==> config.mk <==
export PLATFORM = sky130hd
export DESIGN_NAME = cache_miss_ctrl
export DESIGN_NICKNAME = d
export VERILOG_FILES = /design/src/rtl/cache_miss_ctrl_pkg.sv /design/src/rtl/cache_victim_sel.sv /design/src/rtl/cache_miss_ctrl.sv
export SDC_FILE = /design/constraint.sdc
export NUM_CORES = 1
export LEC_CHECK = 0
export ABC_AREA = 1
export BUFFER_PORTS_ARGS = -buffer_cell sky130_fd_sc_hd__buf_4
export CAP_MARGIN = 20
export CORE_MARGIN = 4
export CORE_UTILIZATION = 40
export DETAILED_ROUTE_END_ITERATION = 8
export SYNTH_ARGS = -nofsm -noshare
export SYNTH_HDL_FRONTEND = slang
export SYNTH_SLANG_ARGS = --single-unit
==> constraint.sdc <==
create_clock -name clk -period 2.3 [get_ports clk]
set_clock_uncertainty 0.1 [all_clocks]
set_input_delay 0.46 -clock clk [delete_from_list [all_inputs] [get_ports clk]]
set_output_delay 0.46 -clock clk [all_outputs]
set_load 0.1 [all_outputs]
==> src/rtl/cache_miss_ctrl_pkg.sv <==
// Shared definitions for the cache miss controller: FSM state type and
// derivation of offset and way-select widths from the geometry parameters.
package cache_miss_ctrl_pkg;

  localparam int unsigned WORD_W = 32;
  localparam int unsigned ADDR_W = 32;

  typedef enum logic [2:0] {
    S_IDLE,
    S_VSEL,
    S_VREAD,
    S_WB,
    S_RREQ,
    S_RECV,
    S_FILL
  } state_e;

  function automatic int unsigned off_len(input int unsigned line_words);
    return $clog2(line_words * 4);
  endfunction

  function automatic int unsigned way_bits(input int unsigned way);
    return $clog2(way);
  endfunction

endpackage

==> src/rtl/cache_victim_sel.sv <==
// Victim way selection: per-set round-robin counters or a free-running
// 16-bit Fibonacci LFSR, chosen by REPL_MODE.
module cache_victim_sel
  import cache_miss_ctrl_pkg::*;
#(
  parameter int unsigned WAY       = 2,
  parameter int unsigned INDEXLEN  = 8,
  parameter int unsigned REPL_MODE = 0,
  localparam int unsigned WB       = way_bits(WAY),
  localparam int unsigned SETS     = 1 << INDEXLEN
) (
  input  logic                clk,
  input  logic                resetn,
  input  logic [INDEXLEN-1:0] idx,
  input  logic                adv,
  output logic [WB-1:0]       way
);

  logic [WB-1:0] rr_q [SETS];
  logic [15:0]   lfsr_q;

  always_ff @(posedge clk) begin
    if (!resetn) begin
      for (int unsigned i = 0; i < SETS; i++) begin
        rr_q[i] <= '0;
      end
      lfsr_q <= 16'h0001;
    end else begin
      // taps 16,14,13,11 map to bits 15,13,12,10
      lfsr_q <= {lfsr_q[14:0], lfsr_q[15] ^ lfsr_q[13] ^ lfsr_q[12] ^ lfsr_q[10]};
      if (adv) begin
        rr_q[idx] <= rr_q[idx] + WB'(1);
      end
    end
  end

  assign way = (REPL_MODE != 0) ? lfsr_q[WB-1:0] : rr_q[idx];

endmodule

==> src/rtl/cache_miss_ctrl.sv <==
// Cache miss controller: picks a victim, writes it back if dirty, fetches the
// missing line beat by beat and issues a single-cycle fill.
module cache_miss_ctrl
  import cache_miss_ctrl_pkg::*;
#(
  parameter int unsigned WAY        = 2,
  parameter int unsigned LINE_WORDS = 4,
  parameter int unsigned INDEXLEN   = 8,
  parameter int unsigned TAGLEN     = 20,
  parameter int unsigned REPL_MODE  = 0,
  localparam int unsigned OFFLEN    = off_len(LINE_WORDS),
  localparam int unsigned WB        = way_bits(WAY),
  localparam int unsigned LINE_W    = WORD_W * LINE_WORDS,
  localparam int unsigned BW        = $clog2(LINE_WORDS)
) (
  input  logic                clk,
  input  logic                resetn,
  input  logic                miss_valid,
  output logic                miss_ready,
  input  logic [INDEXLEN-1:0] miss_idx,
  input  logic [TAGLEN-1:0]   miss_tag,
  output logic                vic_rd_en,
  output logic [WB-1:0]       vic_way,
  output logic [INDEXLEN-1:0] vic_idx,
  input  logic                vic_v,
  input  logic                vic_d,
  input  logic [TAGLEN-1:0]   vic_tag,
  input  logic [LINE_W-1:0]   vic_data,
  output logic                wr_req,
  input  logic                wr_rdy,
  output logic [ADDR_W-1:0]   wr_addr,
  output logic [LINE_W-1:0]   wr_data,
  output logic                rd_req,
  input  logic                rd_rdy,
  output logic [ADDR_W-1:0]   rd_addr,
  input  logic                ret_valid,
  input  logic                ret_last,
  input  logic [WORD_W-1:0]   ret_data,
  output logic                fill_we,
  output logic [WB-1:0]       fill_way,
  output logic [INDEXLEN-1:0] fill_idx,
  output logic [TAGLEN-1:0]   fill_tag,
  output logic [LINE_W-1:0]   fill_data,
  output logic                done,
  output logic                err
);

  state_e                               state_q;
  logic [INDEXLEN-1:0]                  idx_q;
  logic [TAGLEN-1:0]                    tag_q;
  logic [TAGLEN-1:0]                    vtag_q;
  logic [WB-1:0]                        way_q;
  logic [LINE_W-1:0]                    vdata_q;
  logic [LINE_WORDS-1:0][WORD_W-1:0]    buf_q;
  logic [BW-1:0]                        beat_q;
  logic                                 err_q;
  logic                                 ign_q;

  logic [INDEXLEN-1:0] vs_idx;
  logic                vs_adv;
  logic [WB-1:0]       vs_way;

  // The selector looks up the incoming set while idle and advances the
  // latched set during the fill.
  assign vs_adv = (state_q == S_FILL);
  assign vs_idx = vs_adv ? idx_q : miss_idx;

  cache_victim_sel #(
    .WAY      (WAY),
    .INDEXLEN (INDEXLEN),
    .REPL_MODE(REPL_MODE)
  ) u_victim_sel (
    .clk   (clk),
    .resetn(resetn),
    .idx   (vs_idx),
    .adv   (vs_adv),
    .way   (vs_way)
  );

  always_ff @(posedge clk) begin
    if (!resetn) begin
      state_q <= S_IDLE;
      idx_q   <= '0;
      tag_q   <= '0;
      vtag_q  <= '0;
      way_q   <= '0;
      vdata_q <= '0;
      buf_q   <= '0;
      beat_q  <= '0;
      err_q   <= 1'b0;
      ign_q   <= 1'b1;
    end else begin
      // beats still in flight from an aborted miss are dropped silently
      if (ret_valid && state_q != S_RECV && !ign_q) begin
        err_q <= 1'b1;
      end
      case (state_q)
        S_IDLE: begin
          if (miss_valid) begin
            idx_q   <= miss_idx;
            tag_q   <= miss_tag;
            way_q   <= vs_way;
            beat_q  <= '0;
            ign_q   <= 1'b0;
            state_q <= S_VSEL;
          end
        end
        S_VSEL: state_q <= S_VREAD;
        S_VREAD: begin
          vtag_q  <= vic_tag;
          vdata_q <= vic_data;
          state_q <= (vic_v && vic_d) ? S_WB : S_RREQ;
        end
        S_WB:   if (wr_rdy) state_q <= S_RREQ;
        S_RREQ: if (rd_rdy) state_q <= S_RECV;
        S_RECV: begin
          if (ret_valid) begin
            buf_q[beat_q] <= ret_data;
            beat_q        <= beat_q + BW'(1);
            if (ret_last || beat_q == BW'(LINE_WORDS - 1)) begin
              if (!(ret_last && beat_q == BW'(LINE_WORDS - 1))) begin
                err_q <= 1'b1;
              end
              state_q <= S_FILL;
            end
          end
        end
        S_FILL:  state_q <= S_IDLE;
        default: state_q <= S_IDLE;
      endcase
    end
  end

  assign miss_ready = (state_q == S_IDLE);
  assign vic_rd_en  = (state_q == S_VSEL);
  assign wr_req     = (state_q == S_WB);
  assign rd_req     = (state_q == S_RREQ);
  assign fill_we    = (state_q == S_FILL);
  assign done       = fill_we;
  assign err        = err_q;

  assign vic_way   = vic_rd_en ? way_q : '0;
  assign vic_idx   = vic_rd_en ? idx_q : '0;
  assign wr_addr   = wr_req ? {vtag_q, idx_q, {OFFLEN{1'b0}}} : '0;
  assign wr_data   = wr_req ? vdata_q : '0;
  assign rd_addr   = rd_req ? {tag_q, idx_q, {OFFLEN{1'b0}}} : '0;
  assign fill_way  = fill_we ? way_q : '0;
  assign fill_idx  = fill_we ? idx_q : '0;
  assign fill_tag  = fill_we ? tag_q : '0;
  assign fill_data = fill_we ? buf_q : '0;

endmodule

== Word level (Yosys, flattened, before mapping) ==
Memories as Yosys holds them, arrays and structs flattened.
Index checks and enable logic that the tools add are counted.
Cells by class
  add/sub/neg operators: 2
  order comparisons: 2
  equality and inequality tests: 13
  muxes and demuxes: 35
  reductions and logical operators: 14
Operators by type and width (number)
  two-way mux 128 bit: 2
  bitwise mux 128 bit: 1
  two-way mux 32 bit: 3
  demux 32 bit (select 2 bit): 1
  two-way mux 8 bit: 4
  two-way mux 20 bit: 1
  two-way mux 3 bit: 6
  case mux 3 bit (6 select lines): 1
  two-way mux 1 bit: 13
  == test 3 bit, second input constant: 3
  == test 3 x 2 -> 1 bit, second input constant: 2
  inequality test 2 bit, second input constant: 3
  logical AND 1 bit: 5
  AND reduction 5 bit: 1
  two-way mux 2 bit: 2
  inequality test 2 x 1 -> 1 bit, second input constant: 2
  case mux 2 bit (2 select lines): 1
  AND reduction 2 bit: 2
  == test 3 x 1 -> 1 bit, second input constant: 1
  logical NOT 3 bit: 1
  < comparator 2 x 3 -> 1 bit, second input constant: 1
  inequality test 3 bit, second input constant: 1
  AND reduction 3 bit: 1
  adder 2 x 1 -> 2 bit, second input constant: 1
  other kinds (7): 7
Word-level totals
  register bits: 312
  memory bits (writable): 256
  bits of input ports: 217
  output and inout port bits: 365
  word-level logic and storage cells: 80
  memories: 1
Memory list
  u_victim_sel.rr_q: words 256, bits a word 1, rd ports 1, clocked after memory_dff 0, write ports 256, RTL line cache_victim_sel.sv:19  | logic [WB-1:0] rr_q [SETS];

== Longest topological paths before layout ==
Gate-level depths: netlist of run 1.
  depth in word-level cells: 8
  depth in mapped cells: 20
  gate-level depth less buffers: 17

== By module ==
From an unflattened synthesis of run 1, not the netlist that was laid out.
Unflattened totals
  cells, all modules: 4059
  area, all modules: 26849.5 um^2
By module, submodules not included
  cache_victim_sel: instances 1, cells each 2245, area each 13660.6 um^2, sequential area each 5124.9 um^2
  cache_miss_ctrl: instances 1, cells each 1814, area each 13188.9 um^2, sequential area each 6246.0 um^2

== Worst setup path before layout of run 1 ==
Ideal clock, no wire load.
  path kind: register to output
  from: register state_q[1]
  to: output wr_data[87]
  arrival: 3949 ps
  required time: 1740 ps
  slack: -2209 ps
  cell stages (with the launch flop): 10
  path buffers: 3
  cells stage by stage: dfxtp_1 buf_2 inv_1 nor2_1 inv_1 nor2_1 inv_1 clkbuf_1 buf_1 nor2_1
Between the ends
  cells in the longest elaborated chain, start to end: 2
RTL lines
  start, declared: RTL line cache_miss_ctrl.sv:48  | state_e state_q;
  start signal, assigned: RTL line cache_miss_ctrl.sv:112  | state_q <= (vic_v && vic_d) ? S_WB : S_RREQ;
  == test 3 x 2 -> 1 bit: RTL line cache_miss_ctrl.sv:136  | assign wr_req = (state_q == S_WB);
  via wr_req: RTL line cache_miss_ctrl.sv:29  | output logic wr_req,
  two-way mux 128 bit: RTL line cache_miss_ctrl.sv:145  | assign wr_data = wr_req ? vdata_q : '0;
  end, declared: RTL line cache_miss_ctrl.sv:32  | output logic [LINE_W-1:0] wr_data,
The timed path passes the listed nets, and every way through them passes these cells.

== Final worst setup path of run 1 ==
  from: register state_q[0]
  to: register way_q, read port of u_victim_sel.rr_q
Between the ends
  cells in the longest elaborated chain, start to end: 3
  elaborated cells between the ends (all ways): 5
  those cells by class: eq/ne: 1; mux: 1; reduce/logical: 2; memory: 1
RTL lines
  == test 3 bit: RTL line cache_miss_ctrl.sv:65  | assign vs_adv = (state_q == S_FILL);
  two-way mux 8 bit: RTL line cache_miss_ctrl.sv:66  | assign vs_idx = vs_adv ? idx_q : miss_idx;
  memory (256 x 1 bit)
  end, declared: RTL line cache_miss_ctrl.sv:52  | logic [WB-1:0] way_q;
Several ways; a longest one is shown, not always the timed one.
A chain may end at the register's enable or synchronous reset.

==> impl_metrics.py, run 1 <==
metrics = {
    "synth": {
        "async_reset_ff_share_pct": 0,
        "synthDistinctLibCells": 32,
        "synthesis.instances": 4147,
        "synth_warnings": 0,
        "synth_enable_flop_cells": 0,
        "synth_sequential_area_ratio_pct": 42.1,
        "synth.cell_area_um2": 27000,
        "synth.avg_cell_area_um2": 6.52,
        "ys_seq_elements": 568,
        "postSynth.topFlopCell": "sky130_fd_sc_hd__dfxtp_1",
    },
    "place": {
        "place_congestion": 1.03,
        "dpl_cell_area_um2": 37200,
        "place.detailed.instances": 5609,
        "number_of_buffers_added_on_ports": 573,
        "post-dp-hpwl_mm": 84.0,
    },
    "cells_and_area": {
        "multi_input_gate_area_in_the_final_layout_um2": 15300,
        "finish.utilization_pct": 64.2,
        "seqCellArea_um2": 11400,
        "layout.nets": 5105,
        "n_fill_cell": 5667,
        "fin_cells": 5807,
        "post_route_cells_drive_above_1_share_pct": 32.1,
        "finalInstanceArea_um2": 43000,
        "syn2layout_area_growth_pct": 59.1,
    },
    "detailed_routing": {
        "route.vias.total": 30300,
        "drt_drc_violations_left": 0,
        "vias_per_instance": 5.23,
        "drt_first_pass_iters": 6,
        "totalWireLength_mm": 123,
        "initial_drc_count": 3120,
        "drt-wirelength-per-cell_um": 21.2,
        "detail-route-antenna-nets": 0,
    },
    "setup_path": {
        "cp.buffers_inverters": 9,
        "path_delay_family": "buffers and inverters",
        "setup.worst_path.start_class": "register",
        "cpPeakStageDelay_ps": 320,
        "kind_of_critical_path": "register to register",
        "crit_slowest_cell": "sky130_fd_sc_hd__dfxtp_2",
        "type_of_element_capturing_the_critical_path": "register",
        "worstPathArrival_ps": 3340,
        "cp_max_fo": 8,
        "dominant_cell_type_by_count_on_the_critical_path": "sky130_fd_sc_hd__nand2_1",
        "cp.required_ps": 2710,
        "crit_path_cell_trace": "inv_2, nand3_4, buf_8, o21ai_4, buf_6, inv_2, nor2_4, clkbuf_16, nand2_1, nand2_1, o21ai_0, nand3_2, nor2_2, nor2_4, buf_4, clkbuf_16, buf_4, nand3_1, nand2_1, inv_1",
    },
    "clocking": {
        "cts.path.max_buffers": 3,
        "cts.root.buffer_cell": "sky130_fd_sc_hd__clkbuf_16",
        "worst_setup_hold_path_clk_slew_ps": 60,
        "htree_levels": 3,
        "tritoncts_num_sinks": 568,
        "tritoncts": "done",
        "numCtsBuffers": 68,
        "clock_latency_at_the_later_pin_of_the_worst_skew_pair_ps": 620,
    },
    "worst_hold_path": {
        "hp-class": "input pin to register",
    },
    "sta": {
        "rsz0062_at_grt": "yes",
        "period_needed_ps": 2930,
        "setup_viol": 613,
        "final_min_period_over_clock_period_pct": 127,
        "worst_slew_pin_slew_ps": 1000,
        "maxSlewHeadroom_pct": 33.4,
        "timing.fmax_mhz": 342,
        "finalWorstSetupSlack_ps": -626,
        "final_hold_vios": 0,
        "slew_viol_final": 0,
    },
    "grt": {
        "global_route.usage.met1_pct": 41.8,
        "groute.layer.met3.usage_pct": 8.31,
        "global_routing_usage_summed_across_all_routing_layers_pct": 32.2,
        "grt_first_pass_wirelength_mm": 177,
        "global_route.usage.met2_pct": 48.6,
        "grt_start_max_net_pins": 214,
        "grt_antenna_before_repair": 6,
        "vias_in_the_first_global_route": 27700,
        "global_route.overflow_total": 0,
        "grt-busiest-layer": "met2",
    },
    "power_and_ir_drop": {
        "power.clock.fraction_pct": 32.5,
        "pwr_density_cell_nw_per_um2": 760,
        "p_leak_nw": 16.2,
        "power.ir.vdd_worst_mv": 0.633,
        "net_switching_power_w": 0.0121,
        "p_comb_share_pct": 33.4,
        "p_int_w": 0.0206,
        "sw_frac_of_total_pct": 37.0,
        "pwr-share-seq_pct": 34.1,
    },
    "job": {
        "maxCapViolations": 0,
    },
    "die": {
        "floorplan.io_pins": 582,
        "chipWidth_um": 268,
        "dieHeight_um": 268,
        "die_area_um2": 71800,
        "fp-row-count": 95,
        "initial_utilization_pct": 40.3,
        "design.core.area_um2": 67000,
    },
    "run_status": {
        "status": "finished with violations",
        "failing_checks": "negative setup slack",
    },
}
==> worst reg2reg max path: cells and delay by family (launching register included) <==
family	cells	cell delay, ps
buffers and inverters	9	1090
and+or+nand+nor	9	920
AOI/OAI and AO/OA	2	380
DFF	1	320
==> per-stage QoR <==
step / setup TNS (ps) / total power (W) / hold slack [ps] / setup slack, ps
2_1_floorplan: -342460 / 0.0180 / 325 / -861
3_3_place_gp: -142110 / 0.0211 / 336 / -578
3_5_place_dp: -149130 / 0.0211 / 340 / -606
4_1_cts: -252790 / 0.0323 / 0.746 / -563
5_1_grt: -332200 / 0.0340 / 32.1 / -749
6_report: -276510 / 0.0327 / 26.1 / -626
==> kinds of logic after synthesis <==
family | count (synthesis) | share of synthesized area [%]
AO/OA/AOI/OAI | 986 | 18.4
adder cells (fa/ha/maj) | 4 | 0.185
buffers and inverters | 861 | 13.3
flip-flops | 568 | 42.1
other | 1 | 0.0139
AND/OR/NAND/NOR | 1727 | 26.1
==> flip-flops by register name, summed over array words and instances (netlist names), 2 cells and up <==
| signal | cells |
|---|---|
| tag_q | 20 |
| idx_q | 8 |
| u_victim_sel.rr_q | 256 |
| vdata_q | 128 |
| beat_q | 2 |
| state_q | 3 |
| buf_q | 128 |
| vtag_q | 20 |
==> cell usage in the layout, fill, tap and decap left out, drive strengths merged <==
master / count
ha: 4
dfxtp: 568
o32ai: 1
dlygate4sd3: 8
clkbuf: 112
diode: 3
nor2: 632
nor4: 2
clkinvlp: 3
nand3: 279
nand3b: 4
inv: 544
a211oi: 1
o22ai: 1
conb: 8
nand2: 714
buf: 946
o21ai: 671
nor3: 98
bufinv: 1
bufbuf: 3
a21oi: 311
clkinv: 17
a31oi: 1
dlymetal6s2s: 1
nand4: 1
==> layout make-up <==
class,instances,share of cell area (%)
repair buffers,969,25.6
well taps,873,2.54
clock inverters,16,0.332
flip-flops and latches,568,26.5
diodes,3,0.0175
inverters,548,4.87
multi-input cells,2728,35.5
clock buffers,101,4.71
repair inverters,1,0.0378
==> power by group through the flow <==
stage               combinational [W]  sequential (W)  clock [W]
floorplan                     0.00671          0.0113          0
finish                         0.0109          0.0112     0.0106
detailed placement            0.00980          0.0113          0
global route                   0.0116          0.0112     0.0112
CTS                            0.0104          0.0111     0.0108
global placement              0.00977          0.0113          0
==> synth_stat cells, types with 22 or more instances <==
| cell | number | area [µm²] |
|---|---|---|
| sky130_fd_sc_hd__a21oi_1 | 311 | 1560 |
| sky130_fd_sc_hd__buf_2 | 47 | 235 |
| sky130_fd_sc_hd__buf_4 | 39 | 293 |
| sky130_fd_sc_hd__buf_6 | 22 | 248 |
| sky130_fd_sc_hd__clkbuf_1 | 201 | 754 |
| sky130_fd_sc_hd__dfxtp_1 | 568 | 11400 |
| sky130_fd_sc_hd__inv_1 | 534 | 2000 |
| sky130_fd_sc_hd__nand2_1 | 707 | 2650 |
| sky130_fd_sc_hd__nand3_1 | 278 | 1390 |
| sky130_fd_sc_hd__nor2_1 | 627 | 2350 |
| sky130_fd_sc_hd__nor3_1 | 98 | 490 |
| sky130_fd_sc_hd__o21ai_0 | 422 | 2110 |
| sky130_fd_sc_hd__o21ai_1 | 246 | 1230 |
==> layer usage <==
metal,wire length (µm),vias up
met5,33,-
li1,-,14600
met3,10400,307
met2,53500,1223
met1,50900,14200
met4,8520,6
==> final timing paths <==
check | cells after the start | end | slack, ps | from
worst max-delay path | 20 | way_q | -630 | state_q[0]
worst min-delay path | 3 | vdata_q[29] | 30 | vic_data[29]
worst max register to register | 20 | way_q | -630 | state_q[0]
worst min register to register | 2 | u_victim_sel.rr_q[187] | 350 | u_victim_sel.rr_q[187]
==> repair_timing <==
item,CTS,global route
pin swaps,15,8
gates resized for setup,557,73
cloned,16,14
setup endpoints to repair,612,618
endpoints found under the hold margin,8,0
setup buffers,22,18
hold buffers,8,0
No activity file was read; power rests on OpenSTA's default activity.
==> run 2, diff against run 1 <==
--- a/config.mk
+++ b/config.mk
@@ -11,6 +11,7 @@
 export CORE_MARGIN = 4
 export CORE_UTILIZATION = 40
 export DETAILED_ROUTE_END_ITERATION = 8
+export MAX_ROUTING_LAYER = met4
 export SYNTH_ARGS = -nofsm -noshare
 export SYNTH_HDL_FRONTEND = slang
 export SYNTH_SLANG_ARGS = --single-unit
==> impl_metrics.py, run 2 (synthesis results as in run 1) <==
metrics = {
    "grt": {
        "global_routing_usage_summed_across_all_routing_layers_pct": 34.3,
        "grt_antenna_before_repair": 7,
        "global_route.usage.met2_pct": 50.1,
        "global_route.overflow_total": 0,
        "global_route.usage.met1_pct": 43.8,
        "grt_start_max_net_pins": 205,
        "groute.layer.met3.usage_pct": 8.41,
        "vias_in_the_first_global_route": 28100,
        "grt-busiest-layer": "met2",
        "grt_first_pass_wirelength_mm": 183,
    },
    "setup_path": {
        "kind_of_critical_path": "register to register",
        "setup.worst_path.start_class": "register",
        "type_of_element_capturing_the_critical_path": "register",
        "cp_max_fo": 16,
        "worstPathArrival_ps": 3380,
        "cp.required_ps": 2710,
    },
    "detailed_routing": {
        "initial_drc_count": 3047,
        "vias_per_instance": 5.35,
        "route.vias.total": 31100,
        "drt_first_pass_iters": 6,
        "drt-wirelength-per-cell_um": 22.4,
        "drt_drc_violations_left": 0,
        "totalWireLength_mm": 130,
        "detail-route-antenna-nets": 0,
    },
    "die": {
        "dieHeight_um": 268,
        "fp-row-count": 95,
        "initial_utilization_pct": 40.3,
        "floorplan.io_pins": 582,
        "die_area_um2": 71800,
        "chipWidth_um": 268,
        "design.core.area_um2": 67000,
    },
    "clocking": {
        "numCtsBuffers": 67,
        "cts-hold-fix-buffers": 0,
        "cts.path.max_buffers": 3,
        "tritoncts_num_sinks": 568,
        "worst_setup_hold_path_clk_slew_ps": 60,
        "clock_latency_at_the_later_pin_of_the_worst_skew_pair_ps": 610,
        "cts.root.buffer_cell": "sky130_fd_sc_hd__clkbuf_16",
        "tritoncts": "done",
        "htree_levels": 3,
    },
    "cells_and_area": {
        "final_common_cell": "sky130_fd_sc_hd__nand2_1",
        "seqCellArea_um2": 11400,
        "largest_reg_flops": 256,
        "biggestRegsByFlops": "u_victim_sel.rr_q (256), buf_q (128), vdata_q (128)",
        "n_fill_cell": 5488,
        "multi_input_gate_area_in_the_final_layout_um2": 15900,
        "layout.nets": 5109,
        "post_route_cells_drive_above_1_share_pct": 34.5,
        "top_register": "u_victim_sel.rr_q",
        "most-common-layout-cells": "sky130_fd_sc_hd__nand2_1 (674), sky130_fd_sc_hd__buf_4 (574), sky130_fd_sc_hd__dfxtp_1 (565), sky130_fd_sc_hd__inv_1 (530), sky130_fd_sc_hd__o21ai_0 (358)",
        "syn2layout_area_growth_pct": 65.0,
    },
    "sta": {
        "final_hold_vios": 0,
        "worst_slew_pin_slew_ps": 956,
        "maxSlewHeadroom_pct": 36.3,
        "timing.fmax_mhz": 338,
        "rsz0062_at_grt": "yes",
        "final_min_period_over_clock_period_pct": 129,
        "finalSetupTns_ps": -306560,
        "setup_viol": 612,
        "period_needed_ps": 2960,
        "finalHoldWorstSlack_ps": 27.0,
        "slew_viol_final": 0,
        "finalWorstSetupSlack_ps": -662,
    },
    "power_and_ir_drop": {
        "p_leak_nw": 16.6,
        "power.ir.vdd_worst_mv": 0.597,
        "pwr_density_cell_nw_per_um2": 737,
    },
    "place": {
        "post-dp-hpwl_mm": 84.2,
        "number_of_buffers_added_on_ports": 573,
        "post-place-ws_ps": -687,
        "place_congestion": 1.05,
    },
    "worst_hold_path": {
        "hp-class": "input pin to register",
    },
    "job": {
        "maxCapViolations": 0,
    },
    "run_status": {
        "status": "finished with violations",
        "failing_checks": "negative setup slack",
    },
}
run 2: cell types whose count changed in the layout (fill, tap and decap cells not counted), moves of 12 or more:
cell / before / now
sky130_fd_sc_hd__nand3_2: 190 / 221
sky130_fd_sc_hd__nor2_1: 357 / 312
sky130_fd_sc_hd__o21ai_0: 393 / 358
sky130_fd_sc_hd__clkbuf_16: 81 / 102
sky130_fd_sc_hd__o21ai_1: 269 / 281
sky130_fd_sc_hd__nor2_4: 267 / 314
sky130_fd_sc_hd__buf_6: 79 / 66
sky130_fd_sc_hd__o21ai_2: 6 / 29
sky130_fd_sc_hd__nand2_2: 13 / 32
sky130_fd_sc_hd__nand2_1: 692 / 674
sky130_fd_sc_hd__buf_4: 625 / 574
sky130_fd_sc_hd__nand3_1: 87 / 53
sky130_fd_sc_hd__buf_12: 215 / 256
run 2: power by group:
part	switching, W	total [W]	internal (W)
logic	0.00764	0.0113	0.00370
registers	0.000274	0.0112	0.0109
clock network	0.00432	0.0104	0.00606
run 2: layout make-up:
type | count | share of cell area, %
Inverter | 548 | 4.65
Multi-Input combinational cell | 2729 | 35.7
Sequential cell | 568 | 25.5
Clock inverter | 9 | 0.205
Timing Repair Buffer | 974 | 27.0
Clock buffer | 102 | 4.47
Tap cell | 873 | 2.45
Antenna cell | 8 | 0.0449
run 2: per-layer routing:
layer / share of wire [%] / vias up
met5: 0 / -
met4: 6.9 / 0
li1: - / 14600
met3: 9.3 / 385
met1: 40 / 14600
met2: 44 / 1474
run 2: metrics by stage:
stage / area (µm²) / cells / total power (W) / utilization [%]
after global placement: 37200 / 5600 / 0.0210 / 55.4
final: 44600 / 5811 / 0.0329 / 66.5
after CTS: 42800 / 5740 / 0.0318 / 63.8
after global routing: 44600 / 5810 / 0.0340 / 66.5
after floorplan: 30000 / 4154 / 0.0180 / -
after detailed placement: 37200 / 5600 / 0.0211 / 55.4
run 2: critical path, stage by stage (launching register included):
cell and delay [ps]:
sky130_fd_sc_hd__dfxtp_4 380, sky130_fd_sc_hd__nand3_4 190, sky130_fd_sc_hd__nand2_4 120, sky130_fd_sc_hd__o21ai_4 60, sky130_fd_sc_hd__buf_12 140, sky130_fd_sc_hd__buf_4 130
sky130_fd_sc_hd__nor2_4 150, sky130_fd_sc_hd__buf_12 160, sky130_fd_sc_hd__nand2_1 70, sky130_fd_sc_hd__nand3_2 90, sky130_fd_sc_hd__nand2_1 70, sky130_fd_sc_hd__nand2_2 80
sky130_fd_sc_hd__o21ai_1 60, sky130_fd_sc_hd__nand2_1 120, sky130_fd_sc_hd__nor2_2 70, sky130_fd_sc_hd__nor2_4 140, sky130_fd_sc_hd__buf_12 180, sky130_fd_sc_hd__clkbuf_16 190
sky130_fd_sc_hd__buf_12 160, sky130_fd_sc_hd__nand3_2 80, sky130_fd_sc_hd__o21ai_1 90
run 2: final timing paths:
path	depth (start not counted)	slack, ps	startpoint	endpoint
setup / recovery	20	-660	state_q[1]	u_victim_sel.rr_q[86]
hold / removal	3	30	vic_data[112]	vdata_q[112]
setup reg to reg	20	-660	state_q[1]	u_victim_sel.rr_q[86]
hold reg to reg	2	350	u_victim_sel.rr_q[187]	u_victim_sel.rr_q[187]
run 2: what timing repair did:
action / in CTS / in global routing
gates resized for setup: 752 / 202
pin swaps: 8 / 37
gates cloned: 16 / 42
setup buffers: 13 / 24
endpoints found under the setup margin: 612 / 615
